==> src/rtl/fetch_stage.sv <==
// fetch_stage: PC generator and IF-stage control in front of instructionmem.
// Issues byte addresses to the memory, tracks which PC each returning word
// belongs to (one cycle of registered read latency), and presents a tagged,
// valid-qualified instruction to decode. Handles stall (replay), redirect
// (flush with a one-cycle bubble) and redirect-target range/alignment checks.
`timescale 1ns/1ps

module fetch_stage #(
    parameter logic [31:0] RESET_PC   = 32'h0000_0000,
    parameter int          IMEM_BYTES = 256
) (
    input  logic        clk,
    input  logic        reset,
    input  logic        stall_i,
    input  logic        redirect_i,
    input  logic [31:0] redirect_pc_i,
    input  logic [31:0] imem_instr_i,
    output logic [31:0] imem_pc_o,
    output logic        if_valid_o,
    output logic [31:0] if_pc_o,
    output logic [31:0] if_instr_o,
    output logic        misalign_o,
    output logic        range_err_o,
    output logic [31:0] fetch_count_o
);

    localparam logic [31:0] NOP        = 32'h0000_0013;
    // IMEM_BYTES is a power of two, so "mod IMEM_BYTES" is a mask.
    localparam logic [31:0] ADDR_MASK  = 32'(IMEM_BYTES - 1);
    localparam logic [31:0] IMEM_LIMIT = 32'(IMEM_BYTES);

    typedef enum logic [1:0] {
        BOOT  = 2'd0,
        RUN   = 2'd1,
        STALL = 2'd2,
        REDIR = 2'd3
    } state_t;

    state_t      state_q;
    state_t      state_d;
    logic [31:0] fetch_pc_q;
    logic [31:0] fetch_pc_d;
    logic [31:0] infl_pc_q;
    logic [31:0] infl_pc_d;
    logic        infl_v_q;
    logic        infl_v_d;
    logic        misalign_q;
    logic        misalign_d;
    logic        range_err_q;
    logic        range_err_d;
    logic [31:0] fetch_count_q;

    logic        replay;
    logic        deliver;
    logic [31:0] seq_pc;
    logic [31:0] redir_pc;

    // A stall with a live instruction re-reads its PC so the memory output
    // keeps presenting the held word; a redirect always overrides the replay.
    assign replay   = stall_i && !redirect_i && infl_v_q;
    assign deliver  = infl_v_q && !stall_i && !redirect_i;
    assign seq_pc   = (fetch_pc_q + 32'd4) & ADDR_MASK;
    assign redir_pc = {redirect_pc_i[31:2], 2'b00} & ADDR_MASK;

    assign imem_pc_o     = replay ? infl_pc_q : fetch_pc_q;
    assign if_valid_o    = infl_v_q;
    assign if_pc_o       = infl_pc_q;
    assign if_instr_o    = infl_v_q ? imem_instr_i : NOP;
    // Error flags are only ever loaded by a redirect, which always lands in
    // REDIR, so qualifying with the state keeps them strictly one-cycle pulses.
    assign misalign_o    = misalign_q && (state_q == REDIR);
    assign range_err_o   = range_err_q && (state_q == REDIR);
    assign fetch_count_o = fetch_count_q;

    // Next-state and next-register selection: redirect > stall > advance.
    always_comb begin
        state_d     = state_q;
        fetch_pc_d  = fetch_pc_q;
        infl_pc_d   = infl_pc_q;
        infl_v_d    = infl_v_q;
        misalign_d  = 1'b0;
        range_err_d = 1'b0;

        if (redirect_i) begin
            // Flush: the word coming back next cycle is wrong-path, drop it.
            state_d     = REDIR;
            fetch_pc_d  = redir_pc;
            infl_v_d    = 1'b0;
            misalign_d  = |redirect_pc_i[1:0];
            range_err_d = (redirect_pc_i >= IMEM_LIMIT);
        end else if (stall_i) begin
            state_d = STALL;
        end else begin
            state_d    = RUN;
            infl_pc_d  = fetch_pc_q;
            infl_v_d   = 1'b1;
            fetch_pc_d = seq_pc;
        end
    end

    // State and PC-tracking registers; reset aborts any in-flight fetch.
    always_ff @(posedge clk or negedge reset) begin
        if (!reset) begin
            state_q     <= BOOT;
            fetch_pc_q  <= RESET_PC;
            infl_pc_q   <= 32'd0;
            infl_v_q    <= 1'b0;
            misalign_q  <= 1'b0;
            range_err_q <= 1'b0;
        end else begin
            state_q     <= state_d;
            fetch_pc_q  <= fetch_pc_d;
            infl_pc_q   <= infl_pc_d;
            infl_v_q    <= infl_v_d;
            misalign_q  <= misalign_d;
            range_err_q <= range_err_d;
        end
    end

    // Count instructions actually accepted by decode; wraps naturally.
    always_ff @(posedge clk or negedge reset) begin
        if (!reset) begin
            fetch_count_q <= 32'd0;
        end else if (deliver) begin
            fetch_count_q <= fetch_count_q + 32'd1;
        end
    end

endmodule

==> config.mk <==
export PLATFORM = sky130hd
export DESIGN_NAME = fetch_stage
export DESIGN_NICKNAME = d
export VERILOG_FILES = /design/src/rtl/fetch_stage.sv
export SDC_FILE = /design/constraint.sdc
export NUM_CORES = 1
export LEC_CHECK = 0
export ABC_CLOCK_PERIOD_IN_PS = 1600
export BUFFER_PORTS_ARGS = -buffer_cell sky130_fd_sc_hd__buf_2
export CORE_MARGIN = 5
export CORE_UTILIZATION = 38
export DETAILED_ROUTE_END_ITERATION = 8
export HOLD_SLACK_MARGIN = 0.12
export PLACE_DENSITY = 0.8
export SLEW_MARGIN = 20
export SYNTH_ARGS = -nofsm -noshare
export SYNTH_HDL_FRONTEND = slang
export SYNTH_SLANG_ARGS = --single-unit
export TNS_END_PERCENT = 10
==> constraint.sdc <==
create_clock -name clk -period 1.6 [get_ports clk]
set_clock_uncertainty 0.2 [all_clocks]
set_input_delay 0.16 -clock clk [delete_from_list [all_inputs] [get_ports clk]]
set_output_delay 0.16 -clock clk [all_outputs]
set_load 0.01 [all_outputs]
==> results of run 1 <==
through the flow:
step / TNS [ns] / hold WS [ns] / util
finish: -3.64 / 0.109 / 0.580
global route: -7.78 / 0.145 / 0.580
CTS: -4.10 / 0.106 / 0.577
detailed placement: -0.701 / -0.0833 / 0.508
global placement: -0.120 / -0.0948 / 0.508
floorplan: -2.39 / -0.336 / -
critical path: stages (launching register included):
cell	delay [ns]
dfrtp_2	0.41
nand3b_1	0.13
buf_12	0.14
mux2_4	0.31
buf_6	0.12
sequential cells by signal (all words and copies together) (netlist names):
name and cells:
misalign_q 1, if_valid_o 1, fetch_count_o 32, state_q 2
if_pc_o 6, fetch_pc_q 6, range_err_q 1
timing repair:
action | in CTS | in global routing
gates resized for setup | 19 | 8
hold buffers | 34 | 0
endpoints found under the setup margin | 56 | 63
buffers inserted | 1 | 0
endpoints found under the hold margin | 58 | 0
pin swaps | 5 | 2
how the worst max path moves through the flow:
stage                             end  slack [ns]        startpoint  cells after the start
floorplan           fetch_count_o[24]       -0.15        if_valid_o                      5
detailed placement  fetch_count_o[12]       -0.11  fetch_count_o[1]                      6
global route             imem_pc_o[6]       -0.23        if_valid_o                      4
global placement    fetch_count_o[28]       -0.02  fetch_count_o[0]                      6
finish                   imem_pc_o[6]       -0.18        if_valid_o                      4
CTS                      imem_pc_o[7]       -0.19        if_valid_o                      4
report_power, final:
part	internal, mW	switching, mW
Sequential	1.35	0.0976
Combinational	0.518	0.463
Clock	0.313	0.441
Total	2.18	1.00
synthesized netlist by cell type, drive strengths merged, types with 2 or more instances:
master,count,area share
xnor2,28,0.084
o21a,2,0.0051
o21ai,6,0.010
nor3,3,0.0069
and3,7,0.015
nand2,16,0.021
nor4,9,0.027
buf,56,0.14
dfrtp,49,0.42
nand2b,4,0.0086
nand3,15,0.026
and2,30,0.064
ha,2,0.0086
xor2,8,0.024
mux2,13,0.050
inv,3,0.0039
nand4,18,0.039
clkbuf,4,0.0051
nor2,7,0.0099
cells by family after synthesis:
group	share of synthesized area
simple gates	0.241
buf+inv	0.152
flops	0.420
xor+xnor	0.108
mux	0.0536
compound gates	0.0154
fa+ha+maj	0.00857
other cells	0.00129
cell type report:
cell class / count / area, µm²
Timing Repair Buffer: 221 / 1460
Clock buffer: 6 / 72.6
Multi-Input combinational cell: 227 / 1500
Inverter: 3 / 11.3
Tap cell: 102 / 128
Clock inverter: 2 / 13.8
Fill cell: 664 / 3190
Sequential cell: 49 / 1230
cell usage in the layout, fill, tap and decap left out, types with 2 or more instances in the layout:
cell type      count
buf_2            140
conb_1            52
dfrtp_1           45
buf_4             37
dlygate4sd3_1     34
and2_1            30
xnor2_1           28
nand4_1           18
nand2_1           16
nand3_1           12
xor2_1             8
and3_1             7
mux2_2             7
buf_6              7
mux2_4             6
nor4_1             6
o21ai_0            6
nor2_1             5
clkbuf_8           5
nand2b_1           4
dfrtp_2            4
inv_1              3
nand3_2            3
buf_12             3
o21a_1             2
nor3_2             2
nor4_2             2
per-layer routing:
| metal | up-vias | share of wire | wire, µm | GRT usage |
|---|---|---|---|---|
| met1 | 1311 | 0.38 | 3340 | 0.198 |
| met3 | 33 | 0.076 | 672 | 0.0503 |
| met5 | - | 0 | 0 | 0 |
| met2 | 143 | 0.51 | 4470 | 0.309 |
| met4 | 0 | 0.042 | 370 | 0.0948 |
| li1 | 1308 | - | - | - |
==> results.json, run 1 <==
{
  "status": "finished, violations left",
  "failed_checks": "negative setup slack",
  "slew_viol_final": 0,
  "gp_congestion": 0.797,
  "drt-initial-drc-count": 58,
  "power_mw": 3.18,
  "rsz0062_at_grt": "true",
  "hold_viol": 0,
  "ys_ff_latch": 49,
  "grt_max_degree": 35,
  "drc": 0,
  "grt_pass1_vias": 2896,
  "worstSetupPathType": "reg -> out",
  "insertedDiodeCount": 0,
  "grt.overflow.total": 0,
  "cp-end-kind": "primary output",
  "finalSetupViolCount": 49,
  "synthDistinctLibCells": 33,
  "reg2reg_from": "fetch_count_o[0]",
  "dpl.cell_count": 567,
  "pwr_density_cell_nw_per_um2": 720,
  "fin_ws_ns": -0.180,
  "min_period_ns": 1.78,
  "die-area_um2": 9530,
  "worstReg2RegEnd": "fetch_count_o[12]",
  "stdcell_count": 610,
  "worstSkewPairLatency_ns": 0.31,
  "reg2regPathDepth": 6,
  "placed_cell_area_um2": 3870,
  "antenna_found_initial": 0,
  "globalRouteTotalUtil": 0.179,
  "hold_class": "in -> async",
  "synth_area_per_cell_um2": 10.1,
  "final_area_um2": 4420,
  "worstPathRequired_ns": 1.24,
  "syn_inst": 288,
  "yosysSeqAreaShare": 0.420,
  "crit_fanout": 7,
  "clock_sinks": 49,
  "start_util": 0.384,
  "worstSetupStartpointType": "flop",
  "cts_tree": "done",
  "drive_above_1_share": 0.443,
  "wl_per_cell_um": 14.5,
  "rows": 32,
  "cts_root_buf": "clkbuf_8",
  "grt_pass1_wl_um": 14000,
  "routed_via_density": 4.58,
  "period_share": 1.11,
  "ys.flop_type": "dfrtp_1",
  "cts_max_path_buffers": 2,
  "core_um2": 7610,
  "pin_count": 199,
  "yosys_warnings": 0,
  "fp.dieH_um": 97.6,
  "dpl.hpwl_um": 6240,
  "drt-pass1-iter-count": 4,
  "cp.arrival_ns": 1.42,
  "place_ws_ns": -0.105,
  "ys_async_sr_fraction": 1.00,
  "irDropWorstVdd_mv": 0.499,
  "syn-cell-area_um2": 2920,
  "clkSlewWorstSetupHoldPaths_ns": 0.10,
  "vias": 2795,
  "io_buffers": 146,
  "maxCapViolCount": 0,
  "die_w_um": 97.6,
  "leakagePower_nw": 2.32,
  "nNetsFinal": 577,
  "fmax_ghz": 0.562,
  "ant_nets": 0,
  "drt-total-wl_um": 8860,
  "cts_htree_levels": 2,
  "rrSetupSlack_ns": -0.10,
  "synth_edf_count": 0,
  "cts_buffers": 5,
  "area_growth_pct": 51.3
}
Note: power is estimated with default switching activity, not from simulation.
==> run 2, diff against run 1 <==
--- a/config.mk
+++ b/config.mk
@@ -12,7 +12,8 @@
 export DETAILED_ROUTE_END_ITERATION = 8
 export HOLD_SLACK_MARGIN = 0.12
 export PLACE_DENSITY = 0.8
-export SLEW_MARGIN = 20
+export SKIP_CTS_REPAIR_TIMING = 1
+export SLEW_MARGIN = 25
 export SYNTH_ARGS = -nofsm -noshare
 export SYNTH_HDL_FRONTEND = slang
 export SYNTH_SLANG_ARGS = --single-unit
==> run 2 against run 1 <==
The flow still finishes with violations (negative setup slack). Highest routed layer unchanged. Register-to-register slack is essentially flat. Clock power shrank 0.7%. Largest cell class unchanged. Non-clock buffer count is the same. Critical path type unchanged. Via count grew 0.29%.
==> results.json, run 2 (synthesis results as in run 1) <==
{
  "status": "finished, violations left",
  "failed_checks": "negative setup slack",
  "core_um2": 7610,
  "rrSetupSlack_ns": -0.11,
  "drc": 0,
  "rsz0062_at_grt": "true",
  "wl_met2_um": 4590,
  "die-area_um2": 9530,
  "pin_count": 199,
  "reg2regPathDepth": 6,
  "worstReg2RegEnd": "fetch_count_o[9]",
  "cts_htree_levels": 2,
  "area_growth_pct": 52.7,
  "fillers": 664,
  "fin_ws_ns": -0.233,
  "drive_above_1_share": 0.463,
  "p_switching_mw": 1.00,
  "power_frac_clock": 0.235,
  "tns_ns": -4.95,
  "multiInputGateArea_um2": 1530,
  "fmax_ghz": 0.545,
  "place_ws_ns": -0.105,
  "swShare": 0.314,
  "p_int_mw": 2.19,
  "cp.arrival_ns": 1.47,
  "grt_pass1_vias": 2556,
  "pwr_density_cell_nw_per_um2": 715,
  "io_buffers": 146,
  "cts_buffers": 5,
  "start_util": 0.384,
  "cts_root_buf": "clkbuf_8",
  "wl_per_cell_um": 14.6,
  "cts_max_path_buffers": 2,
  "finalSetupViolCount": 59,
  "vias": 2803,
  "worstSetupStartpointType": "flop",
  "crit_fanout": 7,
  "layout_commonest_cell": "buf_2",
  "grt_pass1_wl_um": 12200,
  "clock_sinks": 49,
  "reg2reg_from": "if_valid_o",
  "maxCapViolCount": 0,
  "cts_tree": "done",
  "dr_wl_met3_um": 766,
  "hold_viol": 0,
  "largest_reg_flops": 32,
  "stdcell_count": 611,
  "layout_common_cells": "buf_2, conb_1, dfrtp_1",
  "power_mw": 3.19,
  "fp.dieH_um": 97.6,
  "grt.overflow.total": 0,
  "nNetsFinal": 577,
  "rows": 32,
  "globalRouteTotalUtil": 0.154,
  "cp-end-kind": "primary output",
  "p_seq_frac": 0.454,
  "drt-pass1-iter-count": 4,
  "min_period_ns": 1.83,
  "die_w_um": 97.6,
  "leakagePower_nw": 2.34,
  "worstSkewPairLatency_ns": 0.31,
  "period_share": 1.15,
  "antenna_found_initial": 1,
  "routed_via_density": 4.59,
  "gp_congestion": 0.797,
  "slew_viol_final": 0,
  "combPwrFrac": 0.311,
  "irDropWorstVdd_mv": 0.503,
  "worstSetupPathType": "reg -> out",
  "hold_class": "in -> async",
  "hold_slack_ns": 0.108,
  "grt_max_degree": 35,
  "dpl.cell_count": 567,
  "dpl.hpwl_um": 6240,
  "drt-total-wl_um": 8930,
  "drt-initial-drc-count": 60,
  "maxUsedRoutingLayer": "met4",
  "regArea_um2": 1230,
  "drt-met1-wl_um": 3250,
  "clkSlewWorstSetupHoldPaths_ns": 0.10,
  "worstPathRequired_ns": 1.24,
  "ant_nets": 0
}
[run 2: worst max-delay path by stage]
stage,cells past startpoint,endpoint,start
global placement,6,fetch_count_o[28],fetch_count_o[0]
detailed placement,6,fetch_count_o[12],fetch_count_o[1]
CTS,4,imem_pc_o[7],if_valid_o
floorplan,5,fetch_count_o[24],if_valid_o
finish,4,imem_pc_o[7],if_valid_o
global route,4,imem_pc_o[6],if_valid_o
[run 2: worst max-delay path: stages, from the launching register on]
cell,delay (ns)
dfrtp_2,0.44
nand3b_1,0.14
buf_12,0.15
mux2_4,0.31
buf_6,0.12
[run 2: final cells by class]
type	count	share of cell area
Multi-Input combinational cell	227	0.343
Sequential cell	49	0.276
Tap cell	102	0.0286
Timing Repair Buffer	221	0.330
Inverter	3	0.00253
Clock inverter	2	0.00309
Antenna cell	1	0.000561
Clock buffer	6	0.0163
[run 2: stage by stage]
| step | area (µm²) | util |
|---|---|---|
| 2_1_floorplan | 3120 | - |
| 3_3_place_gp | 3870 | 0.508 |
| 3_5_place_dp | 3870 | 0.508 |
| 4_1_cts | 3950 | 0.520 |
| 5_1_grt | 4460 | 0.586 |
| 6_report | 4460 | 0.586 |
[run 2: per-layer routing]
layer  vias to the layer above  GRT usage
met2                       136      0.259
met4                         0     0.0490
met5                         -          0
li1                       1312          -
met3                        31     0.0510
met1                      1324      0.185
[run 2: power groups by stage]
stage	registers (mW)	logic, mW	clock network [mW]
floorplan	1.52	0.415	0
global placement	1.45	0.823	0
detailed placement	1.46	0.838	0
CTS	1.44	0.841	0.762
global route	1.46	1.09	0.815
finish	1.45	0.991	0.749
